### config.mk
export PLATFORM = sky130hd
export DESIGN_NAME = multdiv_iter_flat
export DESIGN_NICKNAME = d
export VERILOG_FILES = /design/src/rtl/multdiv_pkg.sv /design/src/rtl/multdiv_if.sv /design/src/rtl/multdiv_iter_counter.sv /design/src/rtl/multdiv_iter.sv /design/src/flat_wrapper.sv
export SDC_FILE = /design/constraint.sdc
export NUM_CORES = 1
export LEC_CHECK = 0
export ABC_AREA = 0
export CAP_MARGIN = 15
export CORE_UTILIZATION = 56
export DETAILED_ROUTE_END_ITERATION = 8
export HOLD_SLACK_MARGIN = 0.12
export PLACE_DENSITY = 0.78
export SYNTH_ARGS = -nofsm -noshare
export SYNTH_HDL_FRONTEND = slang
export SYNTH_SLANG_ARGS = --single-unit
export TNS_END_PERCENT = 100
### constraint.sdc
create_clock -name clock -period 4.94 [get_ports clock]
set_input_delay 1.482 -clock clock [delete_from_list [all_inputs] [get_ports clock]]
set_output_delay 1.482 -clock clock [all_outputs]
set_load 0.01 [all_outputs]
### src/rtl/multdiv_pkg.sv
// rtl/multdiv_pkg.sv - shared types and sizing helpers for the iterative multiply/divide unit
package multdiv_pkg;

    typedef enum logic [2:0] {
        IDLE,
        MULT,
        DIV,
        FIX,
        DONE
    } state_e;

    typedef enum logic {
        OP_MULT,
        OP_DIV
    } op_e;

    localparam int DEFAULT_WIDTH = 32;
    localparam int DEFAULT_CNT_W = $clog2(DEFAULT_WIDTH) + 1;

    // Iteration counter width for a given operand width; one spare bit so WIDTH itself fits.
    function automatic int cnt_width(input int width);
        return $clog2(width) + 1;
    endfunction

endpackage

### src/rtl/multdiv_if.sv
// rtl/multdiv_if.sv - operand/control/result bundle between the execute stage and multdiv_iter
interface multdiv_if #(
    parameter int WIDTH = 32
);
    logic [WIDTH-1:0] data_operandA;
    logic [WIDTH-1:0] data_operandB;
    logic             ctrl_MULT;
    logic             ctrl_DIV;
    logic [WIDTH-1:0] data_result;
    logic             data_exception;
    logic             data_resultRDY;
    logic             data_busy;

    modport master (
        output data_operandA, data_operandB, ctrl_MULT, ctrl_DIV,
        input  data_result, data_exception, data_resultRDY, data_busy
    );

    modport slave (
        input  data_operandA, data_operandB, ctrl_MULT, ctrl_DIV,
        output data_result, data_exception, data_resultRDY, data_busy
    );
endinterface

### src/rtl/multdiv_iter_counter.sv
// rtl/multdiv_iter_counter.sv - iteration up-counter with synchronous clear and terminal-count flag
module iter_counter #(
    parameter int CW = 6
) (
    input  logic          clock,
    input  logic          reset_n,
    input  logic          clr_i,
    input  logic          en_i,
    input  logic [CW-1:0] last_i,
    output logic          tc_o
);
    logic [CW-1:0] count_q;

    always_ff @(posedge clock or negedge reset_n) begin
        if (!reset_n) begin
            count_q <= '0;
        end else if (clr_i) begin
            count_q <= '0;
        end else if (en_i) begin
            count_q <= count_q + 1'b1;
        end
    end

    // High during the final iteration so the FSM can leave on that same edge.
    assign tc_o = (count_q == last_i);
endmodule

### src/rtl/multdiv_iter.sv
// rtl/multdiv_iter.sv - iterative signed Booth multiply / non-restoring divide unit
// MULTDIV_BOOTH4_EN selects the radix-4 Booth multiply path (default radix-2).
module multdiv_iter
    import multdiv_pkg::*;
#(
    parameter int WIDTH = 32
) (
    input logic      clock,
    input logic      reset_n,
    multdiv_if.slave bus
);
    localparam int CW = cnt_width(WIDTH);
`ifdef MULTDIV_BOOTH4_EN
    localparam int MULT_ITERS = WIDTH / 2;
`else
    localparam int MULT_ITERS = WIDTH;
`endif
    localparam logic [CW-1:0]    MULT_LAST = CW'(MULT_ITERS - 1);
    localparam logic [CW-1:0]    DIV_LAST  = CW'(WIDTH - 1);
    localparam logic [WIDTH-1:0] MOST_NEG  = {1'b1, {(WIDTH-1){1'b0}}};

    function automatic logic [WIDTH-1:0] magnitude(input logic [WIDTH-1:0] v);
        return v[WIDTH-1] ? (~v + 1'b1) : v;
    endfunction

    state_e           state_q;
    op_e              op_q;
    logic [2*WIDTH:0] prod_q, prod_d;
    logic [WIDTH-1:0] mcand_q;
    logic [WIDTH:0]   rem_q, rem_d, rem_shift;
    logic [WIDTH-1:0] quo_q, quo_d, dvsr_q;
    logic             neg_q, ovf_q;
    logic [WIDTH-1:0] result_q;
    logic             exc_q, rdy_q, busy_q;

    logic             start, iter_en, last_iter, mul_exc;
    logic [CW-1:0]    iter_last;
    logic [WIDTH:0]   mul_hi;

    assign start     = bus.ctrl_MULT | bus.ctrl_DIV;
    assign iter_en   = (state_q == MULT) || (state_q == DIV);
    assign iter_last = (op_q == OP_MULT) ? MULT_LAST : DIV_LAST;

    iter_counter #(.CW(CW)) u_iter_counter (
        .clock   (clock),
        .reset_n (reset_n),
        .clr_i   (start),
        .en_i    (iter_en),
        .last_i  (iter_last),
        .tc_o    (last_iter)
    );

    // prod_q = {accumulator, multiplier, q[-1]}; the add is done one bit wider so
    // that +/- most-negative multiplicands cannot wrap before the arithmetic shift.
`ifdef MULTDIV_BOOTH4_EN
    logic [WIDTH+1:0] pp_add, pp_sum;
    always_comb begin
        pp_add = '0;
        case (prod_q[2:0])
            3'b001, 3'b010: pp_add = {{2{mcand_q[WIDTH-1]}}, mcand_q};
            3'b011:         pp_add = {mcand_q[WIDTH-1], mcand_q, 1'b0};
            3'b100:         pp_add = ~{mcand_q[WIDTH-1], mcand_q, 1'b0} + 1'b1;
            3'b101, 3'b110: pp_add = ~{{2{mcand_q[WIDTH-1]}}, mcand_q} + 1'b1;
            default:        pp_add = '0;
        endcase
        pp_sum = {{2{prod_q[2*WIDTH]}}, prod_q[2*WIDTH:WIDTH+1]} + pp_add;
        prod_d = {pp_sum, prod_q[WIDTH:2]};
    end
`else
    logic [WIDTH:0] pp_add, pp_sum;
    always_comb begin
        pp_add = '0;
        case (prod_q[1:0])
            2'b01:   pp_add = {mcand_q[WIDTH-1], mcand_q};
            2'b10:   pp_add = ~{mcand_q[WIDTH-1], mcand_q} + 1'b1;
            default: pp_add = '0;
        endcase
        pp_sum = {prod_q[2*WIDTH], prod_q[2*WIDTH:WIDTH+1]} + pp_add;
        prod_d = {pp_sum, prod_q[WIDTH:1]};
    end
`endif

    assign mul_hi  = prod_d[2*WIDTH:WIDTH];
    assign mul_exc = ~((&mul_hi) | ~(|mul_hi));

    // Non-restoring step: the quotient bits come out final, only the remainder needs fixing.
    always_comb begin
        rem_shift = {rem_q[WIDTH-1:0], quo_q[WIDTH-1]};
        rem_d     = rem_q[WIDTH] ? (rem_shift + {1'b0, dvsr_q}) : (rem_shift - {1'b0, dvsr_q});
        quo_d     = {quo_q[WIDTH-2:0], ~rem_d[WIDTH]};
    end

    always_ff @(posedge clock or negedge reset_n) begin
        if (!reset_n) begin
            state_q  <= IDLE;
            op_q     <= OP_MULT;
            prod_q   <= '0;
            mcand_q  <= '0;
            rem_q    <= '0;
            quo_q    <= '0;
            dvsr_q   <= '0;
            neg_q    <= 1'b0;
            ovf_q    <= 1'b0;
            result_q <= '0;
            exc_q    <= 1'b0;
            rdy_q    <= 1'b0;
            busy_q   <= 1'b0;
        end else if (start) begin
            rdy_q  <= 1'b0;
            busy_q <= 1'b1;
            if (bus.ctrl_MULT) begin
                state_q <= MULT;
                op_q    <= OP_MULT;
                mcand_q <= bus.data_operandA;
                prod_q  <= {{WIDTH{1'b0}}, bus.data_operandB, 1'b0};
            end else begin
                op_q   <= OP_DIV;
                rem_q  <= '0;
                quo_q  <= magnitude(bus.data_operandA);
                dvsr_q <= magnitude(bus.data_operandB);
                neg_q  <= bus.data_operandA[WIDTH-1] ^ bus.data_operandB[WIDTH-1];
                ovf_q  <= (bus.data_operandA == MOST_NEG) && (&bus.data_operandB);
                if (bus.data_operandB == '0) begin
                    state_q  <= DONE;
                    result_q <= '0;
                    exc_q    <= 1'b1;
                    rdy_q    <= 1'b1;
                    busy_q   <= 1'b0;
                end else begin
                    state_q <= DIV;
                end
            end
        end else begin
            rdy_q <= 1'b0;
            case (state_q)
                MULT: begin
                    prod_q <= prod_d;
                    if (last_iter) begin
                        state_q  <= DONE;
                        result_q <= prod_d[WIDTH:1];
                        exc_q    <= mul_exc;
                        rdy_q    <= 1'b1;
                        busy_q   <= 1'b0;
                    end
                end
                DIV: begin
                    rem_q <= rem_d;
                    quo_q <= quo_d;
                    if (last_iter) begin
                        state_q <= FIX;
                    end
                end
                FIX: begin
                    if (rem_q[WIDTH]) begin
                        rem_q <= rem_q + {1'b0, dvsr_q};
                    end
                    result_q <= neg_q ? (~quo_q + 1'b1) : quo_q;
                    exc_q    <= ovf_q;
                    state_q  <= DONE;
                    rdy_q    <= 1'b1;
                    busy_q   <= 1'b0;
                end
                DONE:    state_q <= IDLE;
                default: state_q <= IDLE;
            endcase
        end
    end

    assign bus.data_result    = result_q;
    assign bus.data_exception = exc_q;
    assign bus.data_resultRDY = rdy_q;
    assign bus.data_busy      = busy_q;
endmodule
### src/flat_wrapper.sv
// flat-port wrapper written by rule: the top's interface ports become plain ports
module multdiv_iter_flat import multdiv_pkg::*;
#(
    parameter int WIDTH = 32
)
  (clock, reset_n, bus_data_operandA, bus_data_operandB, bus_ctrl_MULT, bus_ctrl_DIV, bus_data_result, bus_data_exception, bus_data_resultRDY, bus_data_busy);
  multdiv_if #(.WIDTH(WIDTH)) bus_i ();
  input logic clock;
  input logic reset_n;
  input wire logic [$bits(bus_i.data_operandA)-1:0] bus_data_operandA;
  input wire logic [$bits(bus_i.data_operandB)-1:0] bus_data_operandB;
  input wire logic [$bits(bus_i.ctrl_MULT)-1:0] bus_ctrl_MULT;
  input wire logic [$bits(bus_i.ctrl_DIV)-1:0] bus_ctrl_DIV;
  output wire logic [$bits(bus_i.data_result)-1:0] bus_data_result;
  output wire logic [$bits(bus_i.data_exception)-1:0] bus_data_exception;
  output wire logic [$bits(bus_i.data_resultRDY)-1:0] bus_data_resultRDY;
  output wire logic [$bits(bus_i.data_busy)-1:0] bus_data_busy;
  assign bus_i.data_operandA = bus_data_operandA;
  assign bus_i.data_operandB = bus_data_operandB;
  assign bus_i.ctrl_MULT = bus_ctrl_MULT;
  assign bus_i.ctrl_DIV = bus_ctrl_DIV;
  assign bus_data_result = bus_i.data_result;
  assign bus_data_exception = bus_i.data_exception;
  assign bus_data_resultRDY = bus_i.data_resultRDY;
  assign bus_data_busy = bus_i.data_busy;
  multdiv_iter #(.WIDTH(WIDTH)) u_core (.clock(clock), .reset_n(reset_n), .bus(bus_i));
endmodule
==> run metrics <==
# rows 66; wire length of the first global-routing pass 87,500 um; average wire per standard cell 19.7 um; fraction of power consumed by the clock network 29.0%; crit path setup slack, layout 86.2 ps; fill cell count about 2.7k; Die X-Extent ~180 um; Final period util a little over nine tenths; Post-CTS Hold Fix Bufs 0; GPL Wtd Cong 0.953; count of TritonRoute iterations in the first routing pass 5; number of enable-type register cells in the synthesized netlist 0; routed vias between 15k and 20k; final setup violation count 0; syn avg cell area slightly above 8 um2; cell-by-cell listing of the critical path or4_4 -> nor3_2 -> nand3_1 -> buf_4 -> nor4_2 -> xnor2_1 -> a22oi_1 -> nor2_1 -> ha_2 -> nand2_1 -> o21ai_0 -> o41ai_2 -> o2bb2ai_1 -> a31o_2 -> or2_2 -> a221oi_2 -> xor2_1 -> nor4_1 -> and4b_1 -> a311oi_2; number of top-level pins approximately 100; async set-or-reset flop fraction in the synthesized netlist 100%; total net switching power between 2 and 3 mW; Worst R2R End u_core.bus.data_exception; Synth-to-Final Area Change 18.1%; worst hold-check path type reg2reg; number of standard cells in the final layout excluding fillers between 2k and 3k; synth warn 0; proportion of power drawn by combinational gates a little under two fifths; estimated wirelength of the detail-placed design between 40,000 and 50,000 um; gate family responsible for the most delay along the worst path simple AND/OR/NAND/NOR gates; slew at the pin closest to its max-slew limit around 1100 ps; portion of the post-synthesis area used by sequential elements 32.5%; CTS buffer count 28; Arrival @ worst endpoint between 5000 and 6000 ps; H-tree depth 1; start point of the worst hold path u_core.bus.data_result[10]; number of flip-flops and latches in the synthesized netlist 240; maximum count of clock buffers along a single path 3; Buf/Inv on CP 1; buffer type at the clock tree root clkbuf_16; number of library cell types mapped by synthesis 72; Net Count, Synth around 2.4k; clock latency reported for the late side of the worst-skew pair ~570 ps; Required @ worst endpoint 5360 ps; Sw Share between 30% and 40%; critical-path cell with the highest stage delay or4_4; Worst Hold Depth 2; utilization after layout about two thirds; maximum number of pins on one net before global-route repair 95; total core area around 32,000 um2; wire length reported by the detailed router approximately 56,000 um; predominant post-synthesis flop cell dfrtp_1; fmax around 0.21 GHz; Max Cap Violations 0; longest individual stage delay on the worst path between 500 and 600 ps; sort of element at the end of the critical path flip-flop; iteration-0 DRC count of the detailed router ~1.4k; synthesized instance count roughly 2.2k; total placed cells including tap cells about 2.8k; via count of the first global-routing pass between 15k and 20k; highest ir drop seen on vdd around 270 uV; clock-pin transition on the worst setup and hold timing paths ~60 ps; worst slew margin relative to its limit approximately a quarter; overall fraction of global-route tracks in use between 30 and 40%; CTS tree done; layout cell share with drive strength beyond 1 a little over a tenth; depth of the worst register-to-register path 20; final antenna-violating net count 0; final count of hold timing violations 0; floorplan die area approximately 34,000 um2; Int Pwr just over 5 mW; CP Depth 20; startpoint types flip-flop; Port Buf Inserts between 100 and 150; ANT cells 0; Max Transition Viols Final 0; worst clock skew around 16 ps; relative contribution of sequential cells to total power 32.8%; # DRC 0; Hold Path Sink u_core.bus.data_result[10]; start-to-end type of the worst setup path reg2reg; FF-to-FF Start u_core.mcand_q[2]; final hold slack just under 500 ps; detailed-route vias per instance between 6 and 7; minimum setup slack among reg-to-reg paths around 86 ps; antenna violations before repair 0; aggregate global routing overflow 0; outcome finished clean; highest fanout seen on the critical path 6; total power density per cell area 369 nW/um2; clock period minus final worst setup slack between 4000 and 5000 ps; Sum Neg Setup Slack 0 ps; unrepaired setup endpoints after global routing true; Starting Density a little under three fifths; pre-CTS WS -143 ps; Die Ht between 150 and 200 um; area of the mapped netlist ~18,000 um2; number of sinks driven by the clock tree 240; static leakage power 9.59 nW; # nets final between 2k and 3k
-- timing repair --
| action | CTS | global route |
|---|---|---|
| buffers inserted | 0 | 8 |
| setup endpoints to repair | 1 | 5 |
| pin swaps | 0 | 29 |
| gates resized for setup | 6 | 53 |
-- metrics by stage --
step                      area [um2]  power, mW
after floorplan                18500       4.63
after global placement         20400       5.55
after detailed placement       20400       5.62
after CTS                      21500       7.98
after global routing           21800       8.49
final                          21800       8.04
-- kinds of logic after synthesis --
logic type,count (synthesis),share of synthesized area (%)
xor+xnor,234,11.1
fa+ha+maj,108,7.44
simple gates,737,19.0
buf+inv,157,3.20
flops,240,32.5
compound gates,682,22.5
mux,74,4.23
-- worst max-delay path by stage --
stage,start,to,slack [ps]
floorplan,u_core.mcand_q[5],u_core.bus.data_exception,80
CTS,u_core.mcand_q[5],u_core.bus.data_exception,50
detailed placement,bus_data_operandA[4],u_core.quo_q[28],-140
global route,u_core.mcand_q[2],u_core.bus.data_exception,-140
finish,u_core.mcand_q[2],u_core.bus.data_exception,90
global placement,bus_data_operandA[4],u_core.quo_q[26],-100
-- final cells by class --
type                            instances  area, um2  share of cell area (%)
Inverter                               48        180                   0.826
Clock buffer                           38        800                    3.67
Tap cell                              442        553                    2.54
Timing Repair Buffer                  201       1820                    8.33
Sequential cell                       240       6010                    27.5
Multi-Input combinational cell       1835      12200                    56.0
Clock inverter                         14        235                    1.08
-- sequential cells by signal, summed over array words and instances (netlist names) --
name	flops
u_core.quo_q	32
u_core.ovf_q	1
u_core.state_q	3
u_core.rem_q	33
u_core.u_iter_counter.count_q	6
u_core.dvsr_q	32
u_core.prod_q	65
u_core.bus.data_resultRDY	1
u_core.bus.data_result	32
u_core.bus.data_busy	1
u_core.bus.data_exception	1
u_core.mcand_q	32
u_core.neg_q	1
-- worst reg2reg max path: cells and delay by family, from the launching register on --
kind | cells | cell delay, ps
flops | 1 | 380
compound gates | 7 | 1370
xor+xnor | 2 | 280
fa+ha+maj | 1 | 330
simple gates | 9 | 2160
buf+inv | 1 | 200
-- per-layer routing --
metal | up-vias | global-route usage (%) | wire [um]
met5 | - | 0 | 0
met4 | 0 | 11.6 | 1980
met3 | 135 | 3.88 | 3050
met2 | 573 | 54.6 | 26700
met1 | 8515 | 42.9 | 23800
li1 | 8283 | - | -
-- synthesized netlist by cell type (8+ instances only) --
cell type | number | area, um2
nand3b_1 | 32 | 240
or2_2 | 11 | 68.8
nor4_1 | 19 | 119
a31oi_1 | 15 | 93.8
clkbuf_1 | 100 | 375
nor2b_1 | 12 | 75.1
or4_1 | 24 | 180
nor3_1 | 43 | 215
o41ai_1 | 15 | 131
o21ai_0 | 255 | 1280
ha_1 | 105 | 1310
o31ai_1 | 32 | 240
a21oi_1 | 165 | 826
o22ai_1 | 8 | 50.1
nand2_1 | 263 | 987
nand4_1 | 24 | 150
xnor2_1 | 77 | 674
and3_1 | 15 | 93.8
o211ai_1 | 12 | 90.1
mux2_2 | 32 | 360
o21bai_1 | 13 | 97.6
nand3_1 | 26 | 130
mux2i_1 | 42 | 420
a21o_1 | 48 | 360
nor2_1 | 196 | 736
xor2_1 | 157 | 1380
a22oi_1 | 36 | 270
or3_1 | 18 | 113
inv_1 | 48 | 180
a22o_1 | 13 | 114
dfrtp_1 | 240 | 6010
nand2b_1 | 25 | 156
-- cells in the final DEF (no fill, tap or decap), types with 11 or more instances in the layout --
| master | instances |
|---|---|
| o211ai_1 | 12 |
| mux2_2 | 32 |
| nor2_1 | 189 |
| clkbuf_16 | 29 |
| nand4_1 | 24 |
| dfrtp_1 | 240 |
| a31oi_1 | 15 |
| mux2i_1 | 42 |
| ha_1 | 101 |
| nand3b_1 | 32 |
| clkdlybuf4s50_1 | 100 |
| or2_2 | 11 |
| or3_1 | 18 |
| nand2b_1 | 24 |
| xnor2_1 | 74 |
| a21o_1 | 48 |
| nand2_1 | 257 |
| a22o_1 | 13 |
| o31ai_1 | 32 |
| xor2_1 | 156 |
| o21ai_0 | 254 |
| a22oi_1 | 35 |
| o21bai_1 | 13 |
| nor2b_1 | 12 |
| or4_1 | 22 |
| inv_1 | 48 |
| a21oi_1 | 162 |
| buf_4 | 94 |
| nor3_1 | 35 |
| o41ai_1 | 14 |
| and3_1 | 15 |
| nand3_1 | 26 |
-- power by group through the flow --
stage	registers (mW)	logic, mW	clock network (mW)
2_1_floorplan	2.55	2.08	0
3_3_place_gp	2.64	2.91	0
3_5_place_dp	2.65	2.97	0
4_1_cts	2.62	3.01	2.35
5_1_grt	2.67	3.40	2.42
6_report	2.64	3.07	2.33
(Power assumes the default switching activity.)
